--- src/rtl/crc24_pkg.sv ---
// Shared CRC-24 definitions: generator/initial constants, framer state
// encoding and the byte-wise CRC update used by generator and checker stages.
package crc24_pkg;

    localparam logic [23:0] CRC24_POLY = 24'h864CFB;
    localparam logic [23:0] CRC24_INIT = 24'h000000;

    typedef enum logic [1:0] {
        DATA,
        CRC_HI,
        CRC_MID,
        CRC_LO
    } crc24_state_e;

    // MSB-first, non-reflected update of the running CRC by one byte
    function automatic logic [23:0] crc24_update(
        input logic [23:0] crc_in,
        input logic [7:0]  data,
        input logic [23:0] poly
    );
        logic [23:0] c;
        c = crc_in ^ {data, 16'h0000};
        for (int unsigned i = 0; i < 8; i++) begin
            if (c[23]) begin
                c = {c[22:0], 1'b0} ^ poly;
            end else begin
                c = {c[22:0], 1'b0};
            end
        end
        return c;
    endfunction

endpackage

--- src/rtl/crc24_byte_update.sv ---
// Combinational one-byte CRC-24 update stage.
module crc24_byte_update
    import crc24_pkg::*;
#(
    parameter logic [23:0] POLY = CRC24_POLY
) (
    input  logic [23:0] crc_in,
    input  logic [7:0]  data,
    output logic [23:0] crc_out
);

    // Fold one byte into the running remainder
    always_comb begin
        crc_out = crc24_update(crc_in, data, POLY);
    end

endmodule

--- src/rtl/crc24_tx_framer.sv ---
// CRC-24 transmit framer: forwards payload bytes, then appends the three
// CRC bytes MSB first, with valid/ready handshakes on both sides.
// Optional macro CRC24_FINAL_XOR_EN inverts the emitted CRC bytes.
module crc24_tx_framer
    import crc24_pkg::*;
#(
    parameter logic [23:0] POLY = CRC24_POLY,
    parameter logic [23:0] INIT = CRC24_INIT
) (
    input  logic       clock,
    input  logic       reset,
    input  logic [7:0] s_data,
    input  logic       s_valid,
    input  logic       s_last,
    output logic       s_ready,
    output logic [7:0] m_data,
    output logic       m_valid,
    output logic       m_last,
    input  logic       m_ready,
    output logic       crc_busy
);

`ifdef CRC24_FINAL_XOR_EN
    localparam logic [23:0] EMIT_MASK = 24'hFFFFFF;
`else
    localparam logic [23:0] EMIT_MASK = 24'h000000;
`endif

    crc24_state_e state;
    logic [23:0]  crc;
    logic [23:0]  crc_next;
    logic [23:0]  crc_emit;
    logic         slot;
    logic         in_xfer;

    crc24_byte_update #(.POLY(POLY)) u_update (
        .crc_in  (crc),
        .data    (s_data),
        .crc_out (crc_next)
    );

    // Output register is free when empty or being drained this cycle
    always_comb begin
        slot     = !m_valid || m_ready;
        s_ready  = reset && (state == DATA) && slot;
        in_xfer  = s_valid && s_ready;
        crc_busy = (state != DATA);
        crc_emit = crc ^ EMIT_MASK;
    end

    // Framer state machine with registered output byte
    always_ff @(posedge clock) begin
        if (!reset) begin
            state   <= DATA;
            crc     <= INIT;
            m_data  <= '0;
            m_valid <= 1'b0;
            m_last  <= 1'b0;
        end else begin
            case (state)
                DATA: begin
                    if (in_xfer) begin
                        m_data  <= s_data;
                        m_valid <= 1'b1;
                        m_last  <= 1'b0;
                        crc     <= crc_next;
                        if (s_last) begin
                            state <= CRC_HI;
                        end
                    end else if (m_ready) begin
                        m_valid <= 1'b0;
                    end
                end
                CRC_HI: begin
                    if (slot) begin
                        m_data  <= crc_emit[23:16];
                        m_valid <= 1'b1;
                        m_last  <= 1'b0;
                        state   <= CRC_MID;
                    end
                end
                CRC_MID: begin
                    if (slot) begin
                        m_data  <= crc_emit[15:8];
                        m_valid <= 1'b1;
                        m_last  <= 1'b0;
                        state   <= CRC_LO;
                    end
                end
                CRC_LO: begin
                    if (slot) begin
                        m_data  <= crc_emit[7:0];
                        m_valid <= 1'b1;
                        m_last  <= 1'b1;
                        crc     <= INIT;
                        state   <= DATA;
                    end
                end
                default: begin
                    state <= DATA;
                end
            endcase
        end
    end

endmodule

--- config.mk ---
export PLATFORM = sky130hd
export DESIGN_NAME = crc24_tx_framer
export DESIGN_NICKNAME = d
export VERILOG_FILES = /design/src/rtl/crc24_pkg.sv /design/src/rtl/crc24_byte_update.sv /design/src/rtl/crc24_tx_framer.sv
export SDC_FILE = /design/constraint.sdc
export NUM_CORES = 1
export LEC_CHECK = 0
export CAP_MARGIN = 20
export CORE_UTILIZATION = 51
export CTS_CLUSTER_DIAMETER = 150
export DETAILED_ROUTE_END_ITERATION = 12
export HOLD_SLACK_MARGIN = 0.02
export PLACE_DENSITY_LB_ADDON = 0.3
export SLEW_MARGIN = 40
export SYNTH_ARGS = -nofsm -noshare
export SYNTH_HDL_FRONTEND = slang
export SYNTH_SLANG_ARGS = --single-unit
--- constraint.sdc ---
create_clock -name clock -period 1.85 [get_ports clock]
set_input_delay 0.37 -clock clock [delete_from_list [all_inputs] [get_ports clock]]
set_output_delay 0.37 -clock clock [all_outputs]
set_load 0.01 [all_outputs]
Yosys cells after proc, flatten, opt, wreduce, memory -nomap -nowiden
Index checks and enable logic that the tools add are counted.
{ "classes": {"n_eq_ne": 11, "mux": 29, "bitwise": 9, "reduce_logical": 15} }
{ "op_table": {"columns": ["cell", "n"], "rows": [
  ["24-bit two-way mux", 10],
  ["13-bit inverter", 8],
  ["24-bit case mux with 2 select lines", 1],
  ["8-bit two-way mux", 4],
  ["8-bit case mux with 4 select lines", 1],
  ["24-bit XOR", 1],
  ["2-bit two-way mux", 5],
  ["2-bit inequality test (second input constant)", 5],
  ["2-bit case mux with 4 select lines", 1],
  ["3-bit AND reduction", 2],
  ["1-bit two-way mux", 5],
  ["5-bit AND reduction", 1],
  ["2-bit == test (second input constant)", 2],
  ["2-bit by 1-bit inequality test with 1-bit output (second input constant)", 2],
  ["4-bit AND reduction", 1],
  ["2-bit nonzero test", 2],
  ["1-bit logical AND", 3],
  ["3-bit inequality test (second input constant)", 1],
  ["1-bit case mux with 3 select lines", 1],
  ["3-bit OR reduction", 1],
  ["2-bit by 1-bit == test with 1-bit output (second input constant)", 1],
  ["2-bit zero test", 1],
  ["1-bit case mux with 2 select lines", 1],
  ["2-bit AND reduction", 1],
  ["other kinds (3)", 3]
]} }
{ "word_totals": {"in_bits": 13, "output_inout_bits": 12, "ff_bits": 36} }

Depth between registers and ports, before layout
Gate-level depths: netlist of the first run.
{ "depth": {"word_depth": 19, "ltp_mapped": 9} }

Hierarchy
From an unflattened synthesis of the first run, not the netlist that was laid out.
{ "unflattened": {"cells_unflattened": 224, "hier_area_um2": 2254.7} }
{ "by_module_without_submodules": {"columns": ["mod", "area_each_um2", "cells_per_inst", "seq_area_each_um2", "instances"], "rows": [
  ["crc24_tx_framer", 1596.5, 163, 720.7, 1],
  ["crc24_byte_update", 658.1, 61, 0.0, 1]
]} }

Worst setup path after synthesis of the first run
OpenSTA, ideal clock, no wires.
{ "synth_path": {"path_type": "reg2reg", "start": "register crc[20]", "end": "register crc[10]", "stages_incl_launch_ff": 6, "t_arrival_ns": 1.808, "slack_ns": -0.075, "synth_period_minus_slack_ns": 1.925, "n_path_buf": 0, "path_cell_list": "dfxtp_1 > xor2_2 > xnor3_1 > xnor3_1 > xnor2_1 > a22o_1"} }
{ "synth_between": {"elab_chain_len": 14} }
{ "synth_lines": {"columns": ["element", "line_no", "text"], "rows": [
  ["start, declared", "crc24_tx_framer.sv:30", "logic [23:0] crc;"],
  ["start signal, assigned", "crc24_tx_framer.sv:66", "crc <= crc_next;"],
  ["24-bit XOR (*)", "crc24_pkg.sv:22", "c = crc_in ^ {data, 16'h0000};"],
  ["24-bit two-way mux (*) (2 in a row)", "crc24_pkg.sv:24", "if (c[23]) begin"],
  ["13-bit inverter (no line)", null, null],
  ["24-bit two-way mux (*) (2 in a row)", "crc24_pkg.sv:24", null],
  ["13-bit inverter (no line)", null, null],
  ["24-bit two-way mux (*) (3 in a row)", "crc24_pkg.sv:24", null],
  ["13-bit inverter (no line)", null, null],
  ["24-bit two-way mux (*)", "crc24_pkg.sv:24", null],
  ["24-bit two-way mux (*)", "crc24_tx_framer.sv:62", "if (in_xfer) begin"],
  ["24-bit case mux with 2 select lines (*)", "crc24_tx_framer.sv:60", "case (state)"]
]} }
Mark *: on every way between the ends. The rest lies on a longest branch, timed or not. The select of a mux whose other input is x is not followed.
A chain may end at the register's enable or synchronous reset.

Worst setup path after layout of the first run
{ "layout_path": {"start": "input s_data[4]", "end": "register crc[10]"} }
{ "layout_between": {"elab_chain_len": 14} }
{ "layout_lines": {"columns": ["element", "line_no", "text"], "rows": [
  ["start, declared", "crc24_tx_framer.sv:12", "input logic [7:0] s_data,"],
  ["24-bit XOR (*)", "crc24_pkg.sv:22", null],
  ["24-bit two-way mux (*) (2 in a row)", "crc24_pkg.sv:24", null],
  ["13-bit inverter (no line)", null, null],
  ["24-bit two-way mux (*) (2 in a row)", "crc24_pkg.sv:24", null],
  ["13-bit inverter (no line)", null, null],
  ["24-bit two-way mux (*) (3 in a row)", "crc24_pkg.sv:24", null],
  ["13-bit inverter (no line)", null, null],
  ["24-bit two-way mux (*)", "crc24_pkg.sv:24", null],
  ["24-bit two-way mux (*)", "crc24_tx_framer.sv:62", null],
  ["24-bit case mux with 2 select lines (*)", "crc24_tx_framer.sv:60", null]
]} }
Marks and branches as above.

==> run summary, run 1 <==
Crit path DAT = 2.09 ns
Register area share after synthesis = 0.3218
Initial antenna violation count = 0
PD cells = 2007 nW/µm²
Unrepaired setup endpoints after global routing = yes
Synthesized Nets = 240
Leading cell type in the layout, fill and taps excluded = buf_4
Finished Core Util = 0.7635
IO Pins = 25
Synth Instances = 222
Final WS setup = -0.04552 ns
Global-route wire length before repair = 9.397 mm
Finished Layout Cells = 339
Via-to-Cell Ratio = 5.690
Final #Nets = 306
Max Clock Skew = 0.003918 ns
H-tree Lvls = 2
Initial DRC Count = 234
Commonest cells after routing, fill and taps aside = buf_4, dfxtp_1, xnor2_1, nor2b_1, clkdlybuf4s50_1
Placed cells = 325
Num CTS Buffers = 5
Die ar. = 4661 µm²
Worst skew pair latency = 0.30 ns
GRT overflow = 0
Placer congestion estimate = 0.8558
Share of layout cells above drive strength 1 = 0.3045
Critical path peak fanout = 2
Area grow syn2layout = 40.28%
Antenna cell count = 0
# rows = 23
Leakage = 1.295 nW
Largest net degree at the start of global routing = 22
Synthesized area per cell = 10.09 µm²
All-Layer GR Usage = 0.2897
Reg clk slew, reported paths = 0.08 ns
CP Buf/Inv Count = 1
Relative slew slack = 0.7035
Root buf cell = clkbuf_8
Starting Density = 0.5442
Failing checks = negative setup slack
Core area = 4115 µm²
Vias in the first global route = 1830
CP cell instances = clkdlybuf4s15_1, xor2_4, xnor3_2, xnor3_2, xnor2_1, a22o_1
Slowest-stage cell, CP = xnor3_2
Fmax = 527.6 MHz
Status = complete, but fails checks
M3 GR Usage = 0.05833
DRC = 0
Min-delay worst type = reg -> reg
Yosys cell types = 34
CP delay by family, top = XOR/XNOR gates
Setup crit start kind = input port
Chip height = 68.27 µm
Die width = 68.27 µm
Count of final setup violators = 1
Port bufs = 24
GRT busiest layer = met2
Post-DR wirelength/cell = 17.93 µm
DRT Pass-1 Iters = 5
CP max stage delay = 0.43 ns
Period utilization = 1.025
Met2 usage = 0.4620
Hold Slack = 0.5255 ns
Least-Margin Pin Slew = 0.4447 ns
DR vias = 1929
# hold bufs at CTS = 0
Ys Warns = 0
Grt met1 use = 0.3706
Power, Total = 6.307 mW
Mapped cell area = 2240 µm²
CTS tree = done
Required time worst endpoint = 2.04 ns
Max cap viols = 0
Antenna-violating nets left = 0
Post-Layout Inst Area = 3142 µm²
VDD IR max = 1.233 mV
Max Buffers Root-to-Sink = 2
Fin crit period = 1.896 ns
Post-Route WL = 6.077 mm
Placed Area = 2836 µm²
Crit. End Element = flop
Most frequent CP cell = xnor3_2
Yosys reg bits = 36
Final Hold Violating Endpoints = 0
Crit path kind = in -> reg
Setup TNS = -0.04552 ns
Final Max Tran Viols = 0
Post-DP HPWL = 4.042 mm
Worst slack, placed = -0.4944 ns
Sink Count = 36
[cells in the mapped netlist (all sizes together)]
cell type	n	area share
a21boi	1	0.0034
a21oi	7	0.017
a222oi	8	0.036
a22o	11	0.043
a22oi	10	0.034
and3	2	0.0056
buf	1	0.0034
clkbuf	11	0.018
dfxtp	36	0.32
dlymetal6s2s	1	0.0056
ha	5	0.028
inv	4	0.0067
mux2i	9	0.040
nand2	10	0.017
nand2b	1	0.0028
nand3	1	0.0022
nand4	1	0.0028
nor2	3	0.0050
nor2b	24	0.067
nor3	4	0.0089
o211a	1	0.0045
o21a	2	0.0067
o21ai	10	0.022
o221a	1	0.0050
o41ai	1	0.0039
xnor2	38	0.17
xnor3	5	0.051
xor2	14	0.070
[kinds of logic (layout without fill, tap and decap cells)]
family,count (synthesis),after routing,synth area share
flip-flops,36,36,0.3218
multiplexers,9,9,0.04023
AO/OA/AOI/OAI,52,52,0.1754
AND/OR/NAND/NOR,46,46,0.1112
XOR/XNOR,57,57,0.2894
buffers and inverters,17,84,0.03408
adder cells (fa/ha/maj),5,5,0.02793
[repair_timing]
action	4_1_cts	5_1_grt
resized for setup	20	16
setup endpoints to repair	25	16
setup buffers	3	3
pin swaps	8	2
[per-layer routing]
metal,part of all wire,vias to the layer above
li1,-,914
met5,0,-
met1,0.44,916
met4,0.020,0
met3,0.066,9
met2,0.48,90
[path summary, 6_finish.rpt]
path,startpoint,end,slack (ns),depth (start not counted)
setup reg to reg,crc[18]$_SDFFE_PN0P_,crc[10]$_SDFFE_PN0P_,-0.04,5
setup / recovery,s_data[4],crc[10]$_SDFFE_PN0P_,-0.05,6
hold / removal,m_data[6]$_SDFFE_PN0P_,m_data[6]$_SDFFE_PN0P_,0.53,2
hold reg to reg,m_data[6]$_SDFFE_PN0P_,m_data[6]$_SDFFE_PN0P_,0.53,2
[final cells by class]
| class | count | area, µm² |
|---|---|---|
| tap | 50 | 62.56 |
| multi-input combinational | 169 | 1554 |
| clock inverter | 3 | 90.09 |
| inverter | 4 | 15.01 |
| sequential | 36 | 734.5 |
| timing repair buffer | 72 | 616.8 |
| fill | 273 | 973.4 |
| clock buffer | 5 | 68.82 |
[worst min-delay path: stages (launching register included)]
cell	delay, ns
dfxtp_1	0.33
mux2i_1	0.07
nor2b_1	0.09
[flip-flops by register name, summed over array words and instances, names as in the netlist]
name and flops:
m_last 1, m_valid 1, m_data 8, state 2, crc 24
[power by group]
part	total, mW	switching (mW)	internal (mW)	leakage (nW)
logic	4.05	1.82	2.23	0.918
registers	1.26	0.231	1.03	0.298
clock network	0.991	0.316	0.675	0.0784
total	6.31	2.37	3.94	1.29
(Power assumes the default switching activity.)
==> inputs of run 2 (changes only) <==
- PLACE_DENSITY: default -> 0.73
- PLACE_DENSITY_LB_ADDON: 0.3 -> default
==> run 2 against run 1 <==
Compared with the run above:
- the run now ends clean
- design area is 4.0% lower
- die area unchanged
- worst hold slack better by 0.0029 ns
- register-to-register slack improved by 0.06 ns
- power fell by 12%
- largest cell class unchanged
- highest routed layer unchanged
==> run summary, run 2 (synthesis gave the netlist of run 1 again) <==
Antenna-violating nets left = 0 (unchanged)
Required time worst endpoint = 2.03 ns (about the same)
Unrepaired setup endpoints after global routing = yes
Relative slew slack = 0.6785 (-0.02506)
Crit path DAT = 2.02 ns (-0.07 ns)
Min-delay worst type = reg -> reg
Logic gate share of total power = 0.679 (+0.037)
VDD IR max = 1.084 mV (-12%)
Post-DR wirelength/cell = 16.86 µm (-5.9%)
Reg clk slew, reported paths = 0.07 ns (about the same)
Clock power frac = 0.096 (-0.061)
Pint = 3.406 mW (-13%)
# rows = 23 (unchanged)
Root buf cell = clkbuf_8
All-Layer GR Usage = 0.2692 (-0.02053)
Post-Route WL = 5.683 mm (-6.5%)
CP Launch Point = crc[20]$_SDFFE_PN0P_
Vias in the first global route = 1807 (-1.3%)
Fmax = 545.2 MHz (+3.3%)
Critical path peak fanout = 3 (+1)
Max Buffers Root-to-Sink = 2 (unchanged)
Max Clock Skew = 0.007371 ns (+0.003454 ns)
H-tree Lvls = 2 (unchanged)
Least-Margin Pin Slew = 0.4823 ns (+0.03758 ns)
Post-Layout Inst Area = 3015 µm² (-4.0%)
Post-DP HPWL = 4.137 mm (+2.4%)
IO Pins = 25 (unchanged)
Initial antenna violation count = 0 (unchanged)
Final #Nets = 305 (-0.33%)
R2R setup slack = 0.02 ns (+0.06 ns)
R2R Path Start = crc[20]$_SDFFE_PN0P_
Net Sw Frac = 0.3896 (+0.01357)
Sink Count = 36 (unchanged)
Flop pwr share = 0.225 (+0.024)
Largest registers = crc: 24 flops, m_data: 8 flops, state: 2 flops
Via-to-Cell Ratio = 5.475 (-3.8%)
Leakage = 1.236 nW (-4.5%)
Psw = 2.174 mW (-8.3%)
Slowest-stage cell, CP = xnor3_2
Hold Slack = 0.5284 ns (+0.002930 ns)
Die width = 68.27 µm (unchanged)
Area grow syn2layout = 34.64%
Chip height = 68.27 µm (unchanged)
Fin crit period = 1.834 ns (-0.06142 ns)
Placed Area = 2836 µm² (unchanged)
CP cell instances = xor2_2, xnor3_2, xnor3_1, xnor2_1, a22o_1
CP max stage delay = 0.48 ns (+0.05 ns)
Period utilization = 0.9914 (-0.03320)
Largest net degree at the start of global routing = 19 (-14%)
PD cells = 1851 nW/µm² (-7.8%)
Final WS setup = 0.01589 ns (+0.06142 ns)
Starting Density = 0.5442 (unchanged)
Crit path kind = reg -> reg
Status = completed
Crit. End Element = flop
Commonest cells after routing, fill and taps aside = buf_4, xnor2_1, dfxtp_1, nor2b_1, clkdlybuf4s50_1
Setup crit start kind = flop
DRT Pass-1 Iters = 5 (unchanged)
Port bufs = 24 (unchanged)
FF-to-FF End = crc[14]$_SDFFE_PN0P_
GRT overflow = 0 (unchanged)
Global-route wire length before repair = 8.852 mm (-5.8%)
DRC = 0 (unchanged)
Max cap viols = 0 (unchanged)
Placer congestion estimate = 0.8967 (+4.8%)
Share of layout cells above drive strength 1 = 0.2718 (-0.03272)
Core area = 4115 µm² (unchanged)
Max reg flops = 24 (unchanged)
Worst slack, placed = -0.5462 ns (-0.05184 ns)
Die ar. = 4661 µm² (unchanged)
Initial DRC Count = 141 (-40%)
Power, Total = 5.580 mW (-12%)
CP Capture Point = crc[14]$_SDFFE_PN0P_
CTS tree = done
Final Max Tran Viols = 0 (unchanged)
Num CTS Buffers = 5 (unchanged)
R2R cell count = 5 (unchanged)
DR vias = 1845 (-4.4%)
Leading cell type in the layout, fill and taps excluded = buf_4
Worst skew pair latency = 0.29 ns (about the same)
Count of final setup violators = 0 (-1)
Antenna cell count = 0 (unchanged)
Final Hold Violating Endpoints = 0 (unchanged)
Top reg by flops = crc
==> run 2: timing repair <==
item / in CTS / in global routing
pin swaps: 10 / 3
hold buffers: 0 / 0
resized for setup: 21 / 6
endpoints found under the setup margin: 25 / 13
buffers inserted: 4 / 1
==> run 2: layout make-up <==
cell class                      count  area (µm²)
Sequential cell                    36       729.5
Clock inverter                      1       5.005
Timing Repair Buffer               71       609.3
Fill cell                         322        1100
Tap cell                           50       62.56
Clock buffer                        6       72.57
Multi-Input combinational cell    169        1521
Inverter                            4       15.01
==> run 2: per-layer routing <==
layer | share of wire | GRT usage | wire length (µm)
met1 | 0.45 | 0.3411 | 2569
met2 | 0.48 | 0.4412 | 2701
met3 | 0.053 | 0.05667 | 304
met4 | 0.019 | 0.1068 | 108
met5 | 0 | 0 | 0
==> run 2: stage by stage <==
stage                       util  TNS [ns]  instances
after global routing      0.7327  -0.06106        337
after floorplan                -         0        222
after detailed placement  0.6893    -8.722        325
final                     0.7327         0        337
after global placement    0.6893    -7.322        325
after CTS                 0.7230         0        336
==> run 2: power by group through the flow <==
stage	Sequential, mW	Combinational (mW)	Clock (mW)
floorplan	1.25	2.32	0
global placement	1.24	3.54	0
detailed placement	1.25	3.61	0
CTS	1.25	3.72	0.540
global route	1.29	4.08	0.566
finish	1.25	3.79	0.537
==> run 2: how the worst min path moves through the flow <==
stage                                 from                      to  depth (start not counted)
floorplan              crc[9]$_SDFFE_PN0P_     crc[9]$_SDFFE_PN0P_                          1
detailed placement     crc[9]$_SDFFE_PN0P_     crc[9]$_SDFFE_PN0P_                          1
global placement    m_data[5]$_SDFFE_PN0P_  m_data[5]$_SDFFE_PN0P_                          2
CTS                   crc[16]$_SDFFE_PN0P_    crc[16]$_SDFFE_PN0P_                          1
global route           crc[3]$_SDFFE_PN0P_     crc[3]$_SDFFE_PN0P_                          1
finish              m_data[7]$_SDFFE_PN0P_  m_data[7]$_SDFFE_PN0P_                          2
==> run 2: worst max-delay path, delay by kind of cell, from the launching register on <==
kind | cells | cell delay (ns)
AO/OA/AOI/OAI | 1 | 0.18
flip-flops | 1 | 0.35
XOR/XNOR | 4 | 1.20
==> inputs of run 3 (changes only) <==
- CORE_UTILIZATION: 51 -> 40
- PLACE_DENSITY: 0.73 -> 0.59
==> run 3 against run 2 <==
Compared with the run above:
- via count down 1.6%
- die area grew 27%
- register-to-register slack improved by 0.05 ns
- combinational power grew 4%
- sequential share of layout area decreased by 1.2 points
- power rose by 5.3%
- clock power rose by 34%
- flip-flop and latch count did not move
- worst hold slack got worse by 0.0036 ns
- wire length shrank 0.72%
- critical path type is now in -> reg
- highest routed layer unchanged
==> run summary, run 3 (synthesis gave the netlist of run 1 again) <==
Critical path peak fanout = 3 (unchanged)
Die width = 76.83 µm (+13%)
Hold path start = m_data[5]$_SDFFE_PN0P_
Logic gate share of total power = 0.670 (-0.009)
CP Launch Point = s_data[6]
Num CTS Buffers = 5 (unchanged)
Crit. End Element = flop
Commonest cells after routing, fill and taps aside = buf_4, dfxtp_1, xnor2_1, nor2b_1, clkdlybuf4s50_1
Global-route wire length before repair = 9.039 mm (+2.1%)
Largest registers = crc: 24 flops, m_data: 8 flops, state: 2 flops
Fmax = 555.4 MHz (+1.9%)
Fin crit period = 1.800 ns (-0.03372 ns)
DRT Pass-1 Iters = 7 (+2)
Relative slew slack = 0.7169 (+0.03841)
CP cell instances = dlygate4sd2_1, xnor2_2, xnor3_2, xor2_1, buf_4, xnor2_1, a22o_1
Max reg flops = 24 (unchanged)
Die ar. = 5902 µm² (+27%)
Flop pwr share = 0.208 (-0.017)
Placer congestion estimate = 0.7717 (-14%)
Antenna-violating nets left = 0 (unchanged)
Antenna cell count = 0 (unchanged)
Final #Nets = 313 (+2.6%)
Share of layout cells above drive strength 1 = 0.3007 (+0.02890)
IO Pins = 25 (unchanged)
Post-DP HPWL = 4.053 mm (-2.0%)
All-Layer GR Usage = 0.1990 (-0.07019)
Status = completed
GRT overflow = 0 (unchanged)
Leading cell type in the layout, fill and taps excluded = buf_4
CP max stage delay = 0.49 ns (about the same)
PD cells = 1865 nW/µm² (+0.77%)
Area grow syn2layout = 40.67%
Period utilization = 0.9732 (-0.01823)
Post-Route WL = 5.642 mm (-0.72%)
Pint = 3.650 mW (+7.1%)
Max Buffers Root-to-Sink = 2 (unchanged)
Starting Density = 0.4276 (-0.1166)
Psw = 2.226 mW (+2.4%)
Final Max Tran Viols = 0 (unchanged)
# rows = 26 (+13%)
Initial antenna violation count = 0 (unchanged)
Setup TNS = 0 ns (unchanged)
Worst skew pair latency = 0.30 ns (about the same)
Largest net degree at the start of global routing = 17 (-2)
Clock power frac = 0.122 (+0.026)
Port bufs = 24 (unchanged)
Slowest-stage cell, CP = xnor3_2
Top reg by flops = crc
Least-Margin Pin Slew = 0.4202 ns (-0.06205 ns)
Via-to-Cell Ratio = 4.959 (-9.4%)
Hold Slack = 0.5248 ns (-0.003561 ns)
Vias in the first global route = 1744 (-3.5%)
Final Hold Violating Endpoints = 0 (unchanged)
Leakage = 1.303 nW (+5.4%)
Crit path kind = in -> reg
Worst slack, placed = -0.4999 ns (+0.04628 ns)
Setup crit start kind = input port
Core area = 5238 µm² (+27%)
DRC = 0 (unchanged)
Min-delay worst type = reg -> reg
Crit path DAT = 1.99 ns (-0.03 ns)
Max Clock Skew = 0.01232 ns (+0.004946 ns)
Root buf cell = clkbuf_8
VDD IR max = 0.7638 mV (-30%)
CP delay by family, top = XOR/XNOR gates
Post-DR wirelength/cell = 15.42 µm (-8.6%)
CP Buf/Inv Count = 2 (+2)
H-tree Lvls = 2 (unchanged)
Required time worst endpoint = 2.04 ns (about the same)
CTS tree = done
Max cap viols = 0 (unchanged)
Net Sw Frac = 0.3788 (-0.01078)
Power, Total = 5.875 mW (+5.3%)
DR vias = 1815 (-1.6%)
Reg clk slew, reported paths = 0.09 ns (+0.02 ns)
Initial DRC Count = 79 (-44%)
Sink Count = 36 (unchanged)
Final WS setup = 0.04961 ns (+0.03372 ns)
Count of final setup violators = 0 (unchanged)
R2R Path Start = crc[18]$_SDFFE_PN0P_
Chip height = 76.83 µm (+13%)
[run 3: changes by cell type in the layout (fill, tap and decap cells not counted), moves of 2 or more]
cell             previous run  this run
buf_4                      45        53
clkdlybuf4s15_1             2         0
dfxtp_1                    31        34
dfxtp_2                     4         2
dlymetal6s2s_1              0         2
xor2_1                      9         7
[run 3: worst min-delay path: cells and delay by family, from the launching register on]
family | cells | cell delay (ns)
flip-flops | 1 | 0.32
AND/OR/NAND/NOR | 1 | 0.05
multiplexers | 1 | 0.12
[run 3: what timing repair did]
item | CTS | global route
buffers inserted | 6 | 4
resized for setup | 14 | 11
pin swaps | 12 | 3
hold buffers | 0 | 0
hold endpoints to repair | 0 | 0
setup endpoints to repair | 16 | 21
[run 3: path summary, 6_finish.rpt]
check | to | slack [ns] | cells after the start
setup / recovery | crc[16]$_SDFFE_PN0P_ | 0.05 | 7
hold / removal | m_data[5]$_SDFFE_PN0P_ | 0.52 | 2
setup reg to reg | crc[16]$_SDFFE_PN0P_ | 0.07 | 7
hold reg to reg | m_data[5]$_SDFFE_PN0P_ | 0.52 | 2
[run 3: power groups by stage]
stage / clock network, mW / logic (mW) / registers (mW)
finish: 0.717 / 3.93 / 1.22
global route: 0.757 / 4.25 / 1.26
CTS: 0.721 / 3.83 / 1.22
detailed placement: 0 / 3.67 / 1.23
global placement: 0 / 3.65 / 1.23
floorplan: 0 / 2.32 / 1.25
[run 3: final cells by class]
| class | instances | area (µm²) |
|---|---|---|
| Sequential cell | 36 | 723.2 |
| Clock buffer | 5 | 68.82 |
| Fill cell | 474 | 2087 |
| Tap cell | 70 | 87.58 |
| Inverter | 4 | 15.01 |
| Clock inverter | 3 | 42.54 |
| Timing Repair Buffer | 79 | 674.4 |
| Multi-Input combinational cell | 169 | 1539 |
[run 3: metrics by stage]
stage	area, µm²	utilization	instances
2_1_floorplan	2255	-	222
3_5_place_dp	2884	0.5506	348
6_report	3151	0.6015	366
4_1_cts	3073	0.5867	362
5_1_grt	3151	0.6015	366
3_3_place_gp	2884	0.5506	348
[run 3: routing by layer]
layer | part of all wire | global-route usage | up-vias
met2 | 0.44 | 0.3107 | 33
li1 | - | - | 922
met1 | 0.51 | 0.2743 | 856
met3 | 0.046 | 0.04048 | 4
met4 | 0.0062 | 0.05962 | 0
met5 | 0 | 0 | -
